File: src/rtl/riscv_id_stage_if.sv
`default_nettype none
// ============================================================================
//  Module   : riscv_id_stage_if
//  Brief    : Instruction-in, operands-out and register writeback bundle for
//             the decode/operand-fetch stage.
//  Revision : 1.0  initial release
// ============================================================================
interface riscv_id_stage_if #(
  parameter int XLEN = 32
);
  logic            in_valid;
  logic            in_ready;
  logic [31:0]     in_instr;
  logic            out_valid;
  logic            out_ready;
  logic [XLEN-1:0] out_a;
  logic [XLEN-1:0] out_b;
  logic [3:0]      out_alu_op;
  logic [4:0]      out_rd;
  logic            out_illegal;
  logic            wb_en;
  logic [4:0]      wb_rd;
  logic [XLEN-1:0] wb_data;

  modport master (
    output in_valid, in_instr, out_ready, wb_en, wb_rd, wb_data,
    input  in_ready, out_valid, out_a, out_b, out_alu_op, out_rd, out_illegal
  );

  modport slave (
    input  in_valid, in_instr, out_ready, wb_en, wb_rd, wb_data,
    output in_ready, out_valid, out_a, out_b, out_alu_op, out_rd, out_illegal
  );
endinterface
`default_nettype wire

File: src/rtl/riscv_id_stage.sv
`default_nettype none
// ============================================================================
//  Module   : riscv_id_stage
//  Brief    : RV32I R-type/OP-IMM decode and register-file operand fetch
//             behind a valid/ready output register. Optional macro
//             ID_WB_BYPASS_EN forwards same-cycle writeback data to operands.
//  Revision : 1.0  initial release
// ============================================================================
module riscv_id_stage #(
  parameter int XLEN  = 32,
  parameter int NREGS = 32
) (
  input  wire logic           clk,
  input  wire logic           rst,
  riscv_id_stage_if.slave     bus
);

  localparam logic [6:0] c_OPC_OP     = 7'b0110011;
  localparam logic [6:0] c_OPC_OP_IMM = 7'b0010011;
  localparam logic [6:0] c_F7_BASE    = 7'b0000000;
  localparam logic [6:0] c_F7_ALT     = 7'b0100000;

  localparam logic [3:0] c_ALU_ADD  = 4'b0000;
  localparam logic [3:0] c_ALU_SUB  = 4'b0001;
  localparam logic [3:0] c_ALU_AND  = 4'b0010;
  localparam logic [3:0] c_ALU_OR   = 4'b0011;
  localparam logic [3:0] c_ALU_XOR  = 4'b0100;
  localparam logic [3:0] c_ALU_SLT  = 4'b0101;
  localparam logic [3:0] c_ALU_SLL  = 4'b0110;
  localparam logic [3:0] c_ALU_SRL  = 4'b0111;
  localparam logic [3:0] c_ALU_SRA  = 4'b1000;
  localparam logic [3:0] c_ALU_SLTU = 4'b1001;

  logic [XLEN-1:0] r_regs [NREGS];
  logic            r_valid;
  logic [XLEN-1:0] r_a;
  logic [XLEN-1:0] r_b;
  logic [3:0]      r_alu_op;
  logic [4:0]      r_rd;
  logic            r_illegal;

  logic [6:0]      w_opcode;
  logic [2:0]      w_funct3;
  logic [6:0]      w_funct7;
  logic [4:0]      w_rs1;
  logic [4:0]      w_rs2;
  logic [XLEN-1:0] w_rs1_val;
  logic [XLEN-1:0] w_rs2_val;
  logic [XLEN-1:0] w_imm_sext;
  logic [XLEN-1:0] w_imm_shamt;
  logic [3:0]      w_alu_op;
  logic            w_illegal;
  logic            w_use_imm;
  logic            w_use_shamt;
  logic [XLEN-1:0] w_a;
  logic [XLEN-1:0] w_b;
  logic [4:0]      w_rd;
  logic            w_fire;

  assign w_opcode    = bus.in_instr[6:0];
  assign w_funct3    = bus.in_instr[14:12];
  assign w_funct7    = bus.in_instr[31:25];
  assign w_rs1       = bus.in_instr[19:15];
  assign w_rs2       = bus.in_instr[24:20];
  assign w_imm_sext  = {{(XLEN-12){bus.in_instr[31]}}, bus.in_instr[31:20]};
  assign w_imm_shamt = {{(XLEN-5){1'b0}}, bus.in_instr[24:20]};

  assign bus.in_ready = !r_valid || bus.out_ready;
  assign w_fire       = bus.in_valid && bus.in_ready;

  // Register file: x0 is never written, so it stays at its reset value of zero.
  always_ff @(posedge clk or posedge rst) begin
    if (rst) begin
      for (int i = 0; i < NREGS; i++) begin
        r_regs[i] <= '0;
      end
    end else if (bus.wb_en && (bus.wb_rd != 5'd0)) begin
      r_regs[bus.wb_rd] <= bus.wb_data;
    end
  end

`ifdef ID_WB_BYPASS_EN
  assign w_rs1_val = (w_rs1 == 5'd0) ? '0 :
                     (bus.wb_en && (bus.wb_rd == w_rs1)) ? bus.wb_data : r_regs[w_rs1];
  assign w_rs2_val = (w_rs2 == 5'd0) ? '0 :
                     (bus.wb_en && (bus.wb_rd == w_rs2)) ? bus.wb_data : r_regs[w_rs2];
`else
  assign w_rs1_val = (w_rs1 == 5'd0) ? '0 : r_regs[w_rs1];
  assign w_rs2_val = (w_rs2 == 5'd0) ? '0 : r_regs[w_rs2];
`endif

  always_comb begin
    w_alu_op    = c_ALU_ADD;
    w_illegal   = 1'b0;
    w_use_imm   = 1'b0;
    w_use_shamt = 1'b0;
    case (w_opcode)
      c_OPC_OP: begin
        case (w_funct3)
          3'b000: begin
            if (w_funct7 == c_F7_BASE)     w_alu_op = c_ALU_ADD;
            else if (w_funct7 == c_F7_ALT) w_alu_op = c_ALU_SUB;
            else                           w_illegal = 1'b1;
          end
          3'b101: begin
            if (w_funct7 == c_F7_BASE)     w_alu_op = c_ALU_SRL;
            else if (w_funct7 == c_F7_ALT) w_alu_op = c_ALU_SRA;
            else                           w_illegal = 1'b1;
          end
          default: begin
            w_illegal = (w_funct7 != c_F7_BASE);
            case (w_funct3)
              3'b001:  w_alu_op = c_ALU_SLL;
              3'b010:  w_alu_op = c_ALU_SLT;
              3'b011:  w_alu_op = c_ALU_SLTU;
              3'b100:  w_alu_op = c_ALU_XOR;
              3'b110:  w_alu_op = c_ALU_OR;
              default: w_alu_op = c_ALU_AND;
            endcase
          end
        endcase
      end
      c_OPC_OP_IMM: begin
        w_use_imm = 1'b1;
        case (w_funct3)
          3'b000: w_alu_op = c_ALU_ADD;
          3'b010: w_alu_op = c_ALU_SLT;
          3'b011: w_alu_op = c_ALU_SLTU;
          3'b100: w_alu_op = c_ALU_XOR;
          3'b110: w_alu_op = c_ALU_OR;
          3'b111: w_alu_op = c_ALU_AND;
          3'b001: begin
            w_use_shamt = 1'b1;
            w_alu_op    = c_ALU_SLL;
            w_illegal   = (w_funct7 != c_F7_BASE);
          end
          default: begin
            w_use_shamt = 1'b1;
            if (w_funct7 == c_F7_BASE)     w_alu_op = c_ALU_SRL;
            else if (w_funct7 == c_F7_ALT) w_alu_op = c_ALU_SRA;
            else                           w_illegal = 1'b1;
          end
        endcase
      end
      default: w_illegal = 1'b1;
    endcase
  end

  // Illegal instructions still flow through, but with every payload field zeroed.
  always_comb begin
    w_a = w_rs1_val;
    w_b = w_use_shamt ? w_imm_shamt : (w_use_imm ? w_imm_sext : w_rs2_val);
    w_rd = bus.in_instr[11:7];
    if (w_illegal) begin
      w_a  = '0;
      w_b  = '0;
      w_rd = 5'd0;
    end
  end

  always_ff @(posedge clk or posedge rst) begin
    if (rst) begin
      r_valid   <= 1'b0;
      r_a       <= '0;
      r_b       <= '0;
      r_alu_op  <= 4'd0;
      r_rd      <= 5'd0;
      r_illegal <= 1'b0;
    end else if (w_fire) begin
      r_valid   <= 1'b1;
      r_a       <= w_a;
      r_b       <= w_b;
      r_alu_op  <= w_illegal ? c_ALU_ADD : w_alu_op;
      r_rd      <= w_rd;
      r_illegal <= w_illegal;
    end else if (bus.out_ready) begin
      r_valid   <= 1'b0;
    end
  end

  assign bus.out_valid   = r_valid;
  assign bus.out_a       = r_a;
  assign bus.out_b       = r_b;
  assign bus.out_alu_op  = r_alu_op;
  assign bus.out_rd      = r_rd;
  assign bus.out_illegal = r_illegal;

endmodule
`default_nettype wire

File: src/flat_wrapper.sv
// flat-port wrapper written by rule: the top's interface ports become plain ports
module riscv_id_stage_flat 
#(
  parameter int XLEN  = 32,
  parameter int NREGS = 32
)
  (clk, rst, bus_in_valid, bus_in_instr, bus_out_ready, bus_wb_en, bus_wb_rd, bus_wb_data, bus_in_ready, bus_out_valid, bus_out_a, bus_out_b, bus_out_alu_op, bus_out_rd, bus_out_illegal);
  riscv_id_stage_if #(.XLEN(XLEN)) bus_i ();
  input  wire logic clk;
  input  wire logic rst;
  input wire logic [$bits(bus_i.in_valid)-1:0] bus_in_valid;
  input wire logic [$bits(bus_i.in_instr)-1:0] bus_in_instr;
  input wire logic [$bits(bus_i.out_ready)-1:0] bus_out_ready;
  input wire logic [$bits(bus_i.wb_en)-1:0] bus_wb_en;
  input wire logic [$bits(bus_i.wb_rd)-1:0] bus_wb_rd;
  input wire logic [$bits(bus_i.wb_data)-1:0] bus_wb_data;
  output wire logic [$bits(bus_i.in_ready)-1:0] bus_in_ready;
  output wire logic [$bits(bus_i.out_valid)-1:0] bus_out_valid;
  output wire logic [$bits(bus_i.out_a)-1:0] bus_out_a;
  output wire logic [$bits(bus_i.out_b)-1:0] bus_out_b;
  output wire logic [$bits(bus_i.out_alu_op)-1:0] bus_out_alu_op;
  output wire logic [$bits(bus_i.out_rd)-1:0] bus_out_rd;
  output wire logic [$bits(bus_i.out_illegal)-1:0] bus_out_illegal;
  assign bus_i.in_valid = bus_in_valid;
  assign bus_i.in_instr = bus_in_instr;
  assign bus_i.out_ready = bus_out_ready;
  assign bus_i.wb_en = bus_wb_en;
  assign bus_i.wb_rd = bus_wb_rd;
  assign bus_i.wb_data = bus_wb_data;
  assign bus_in_ready = bus_i.in_ready;
  assign bus_out_valid = bus_i.out_valid;
  assign bus_out_a = bus_i.out_a;
  assign bus_out_b = bus_i.out_b;
  assign bus_out_alu_op = bus_i.out_alu_op;
  assign bus_out_rd = bus_i.out_rd;
  assign bus_out_illegal = bus_i.out_illegal;
  riscv_id_stage #(.XLEN(XLEN), .NREGS(NREGS)) u_core (.clk(clk), .rst(rst), .bus(bus_i));
endmodule
File: config.mk
export PLATFORM = sky130hd
export DESIGN_NAME = riscv_id_stage_flat
export DESIGN_NICKNAME = d
export VERILOG_FILES = /design/src/rtl/riscv_id_stage_if.sv /design/src/rtl/riscv_id_stage.sv /design/src/flat_wrapper.sv
export SDC_FILE = /design/constraint.sdc
export NUM_CORES = 2
export LEC_CHECK = 0
export CAP_MARGIN = 15
export CORE_MARGIN = 1.5
export CORE_UTILIZATION = 35
export DETAILED_ROUTE_END_ITERATION = 7
export PLACE_DENSITY_LB_ADDON = 0.12
export SETUP_SLACK_MARGIN = 0.2
export SKIP_CTS_REPAIR_TIMING = 1
export SLEW_MARGIN = 20
export SYNTH_ARGS = -nofsm -noshare
export SYNTH_HDL_FRONTEND = slang
export SYNTH_SLANG_ARGS = --single-unit
export TNS_END_PERCENT = 1
File: constraint.sdc
create_clock -name clk -period 95.1 [get_ports clk]
set_input_delay 9.51 -clock clk [delete_from_list [all_inputs] [get_ports clk]]
set_output_delay 9.51 -clock clk [all_outputs]
set_load 0.005 [all_outputs]
==> impl_results.md <==
- Worst Skew: between 0.03 and 0.04 ns
- Drt drc: 0
- Vias per inst: 5.97
- Final period utilization: 21.3%
- First-pass GRT wire length: between 200000 and 300000 microns
- H-Tree Depth: 4
- TritonCTS clock tree: built
- CP arrival: roughly 11 ns
- Area contributors post-synth: dfrtp_1 48%, mux2_2 21%, mux4_2 14%
- Fin Setup TNS: 0 ns
- Worst-Margin Slew: ~1.2 ns
- Startpoint types: input port
- Total die area: 165000 sq um
- IO Count: 150
- Multi-input logic area: 27900 sq um
- Mapped Cells: about 4000
- IR Drop Worst-Case VDD: between 0.015 and 0.02 mV
- Clock latency on the worst-skew pair: a little under 0.8 ns
- Syn avg cell area: roughly 14 sq um
- EDFF count, synth: 0
- Fillers: between 15000 and 20000
- Final critical-path required period: around 20 ns
- Syn Std Cell Area: around 57000 sq um
- Fin. Hold Viols: 0
- Detailed Routing Iterations Pass 1: 7
- GR Overflow Total: 0
- Setup CP Type: in -> out
- Sequential area share after synthesis: 48.3%
- Layout cells sized above 1: between 40% and 50%
- 1st-iter DRT viols: about 2600
- Pwr Density: roughly 22 nW/um^2
- Flops & latches, synth: between 1000 and 1500
- R2R setup slack: 91.53 ns
- Final Net Count: 3950
- Core Area: 161000 sq um
- Clk slew on worst S/H paths: 0.05 ns
- Yosys synthesis warning count: 0
- Crit path max fanout: 5
- Layout area overhead: 13.9%
- Slew HR: around a fifth
- Drt total wl: a little over 200000 microns
- Clock tree buffer depth: 3
- Required time worst endpoint: ~86 ns
- Share of the synthesized area in the top cell type: between 40% and 50%
- Worst Setup End Kind: primary output
- CTS Root Cell: clkbuf_16
- Max Slew Vio Count: 0
- Placer Congestion: 0.743
- Status: completed
- Most common cell in the netlist: dfrtp_1
- CTS Buf Count: between 100 and 150
- Cell taking the most area after synthesis: dfrtp_1
- Largest net degree at the start of global routing: 151
- Via count: roughly 37000
- Ys flop type: dfrtp_1
- Clock sink total: roughly 1100
- Final setup violation count: 0
- Storage cell area: roughly 28000 sq um
- Die H: 406 microns
- Initial Util: between 30% and 40%
- Die Wd: between 400 and 500 microns
- Async SR Flop Fraction: 100%
- Antenna violations before repair: 11
- Routed Antenna Nets: 0
- Wirelength per Cell: approximately 33 microns
- Tightest Hold Check Type: reg -> reg
- Synth cell count leaders: 1099 x dfrtp_1, 1085 x mux2_2, 359 x mux4_2
- Vias in the first global route: approximately 38000
- Lkg Pwr: around 28 nW
- Syn nets: 4027
- Max Clk Rate: between 0.04 and 0.05 GHz
- FP Rows: about 150
- Tot GR Track Use: 24.9%
- Cell variety after synth: between 60 and 70
- RSZ-0062 raised after global routing: false
- Port bufs: approximately 150
- Post-route worst setup slack: 74.85 ns
- Dpl ws: ~75 ns
- Max-cap violations: 0
- Placed wire-length estimate: about 110000 microns
-- per-layer routing --
layer	global-route usage, %	wire length (microns)
met4	7.46	5180
met2	38.7	94500
met3	3.80	10100
met1	35.8	93900
met5	0	36
-- registers in the layout (all words and copies together), names as in the netlist --
| name | flops |
|---|---|
| u_core.r_regs | 1024 |
| u_core.bus.out_a | 32 |
| u_core.bus.out_b | 32 |
| u_core.bus.out_rd | 5 |
| u_core.bus.out_alu_op | 4 |
| u_core.bus.out_illegal | 1 |
| u_core.bus.out_valid | 1 |
-- cell usage in the layout (no fill, tap or decap), types with 63 or more instances in the layout --
master,netlist,routed
mux2_2,1085,1085
o2111ai_1,63,63
mux4_2,359,359
nand2_1,143,126
a22oi_1,183,183
buf_4,19,74
clkdlybuf4s50_1,0,115
dfrtp_1,1099,1099
clkbuf_16,0,143
mux2i_1,228,228
-- critical path, stage by stage --
cell and delay [ns]:
clkdlybuf4s50_1 0.44, nand2b_1 0.24, clkdlybuf4s50_1 0.55
-- cell type report --
type	instances	area share [%]
clock buffers	211	6.52
inverters	4	0.0348
diodes	4	0.0154
well taps	2160	4.17
multi-input cells	2405	43.0
clock inverters	30	0.628
flip-flops and latches	1099	42.4
repair buffers	230	3.18
-- cell families after synthesis --
group           share of synthesized area, %
xor+xnor                              0.0154
buf+inv                                 3.35
compound gates                          6.09
mux                                     39.7
simple gates                            2.49
flops                                   48.3
-- report_power, final --
| group | internal (mW) | switching [mW] | total [mW] |
|---|---|---|---|
| Sequential | 0.551 | 0.0588 | 0.610 |
| Clock | 0.326 | 0.213 | 0.539 |
| Combinational | 0.144 | 0.102 | 0.246 |
-- worst paths after layout --
| kind | start | to | depth (start not counted) |
|---|---|---|---|
| setup / recovery | bus_out_ready | bus_in_ready | 3 |
| setup reg to reg | u_core.bus.out_valid$_DFFE_PP0P_ | u_core.bus.out_a[29]$_DFFE_PP0P_ | 6 |
| hold / removal | u_core.r_regs[1009]$_DFFE_PP0P_ | u_core.r_regs[1009]$_DFFE_PP0P_ | 0 |
| max in group asynchronous | rst | u_core.r_regs[533]$_DFFE_PP0P_ | 6 |
| hold reg to reg | u_core.r_regs[1009]$_DFFE_PP0P_ | u_core.r_regs[1009]$_DFFE_PP0P_ | 0 |
| min in group asynchronous | rst | u_core.r_regs[160]$_DFFE_PP0P_ | 2 |
-- per-stage QoR --
stage / cells / cell area [sq um] / hold WS, ns / total power, mW / utilization, %
finish: 6143 / 64800 / 0.373 / 1.39 / 40.3
global route: 6140 / 64800 / 0.384 / 1.46 / 40.3
CTS: 6139 / 64900 / 0.376 / 1.41 / 40.3
detailed placement: 5898 / 60300 / 0.365 / 0.864 / 37.5
global placement: 5898 / 60300 / 0.364 / 0.858 / 37.5
floorplan: 3953 / 56900 / 0.428 / 0.794 / -
Note: power is estimated with default switching activity, not from simulation.
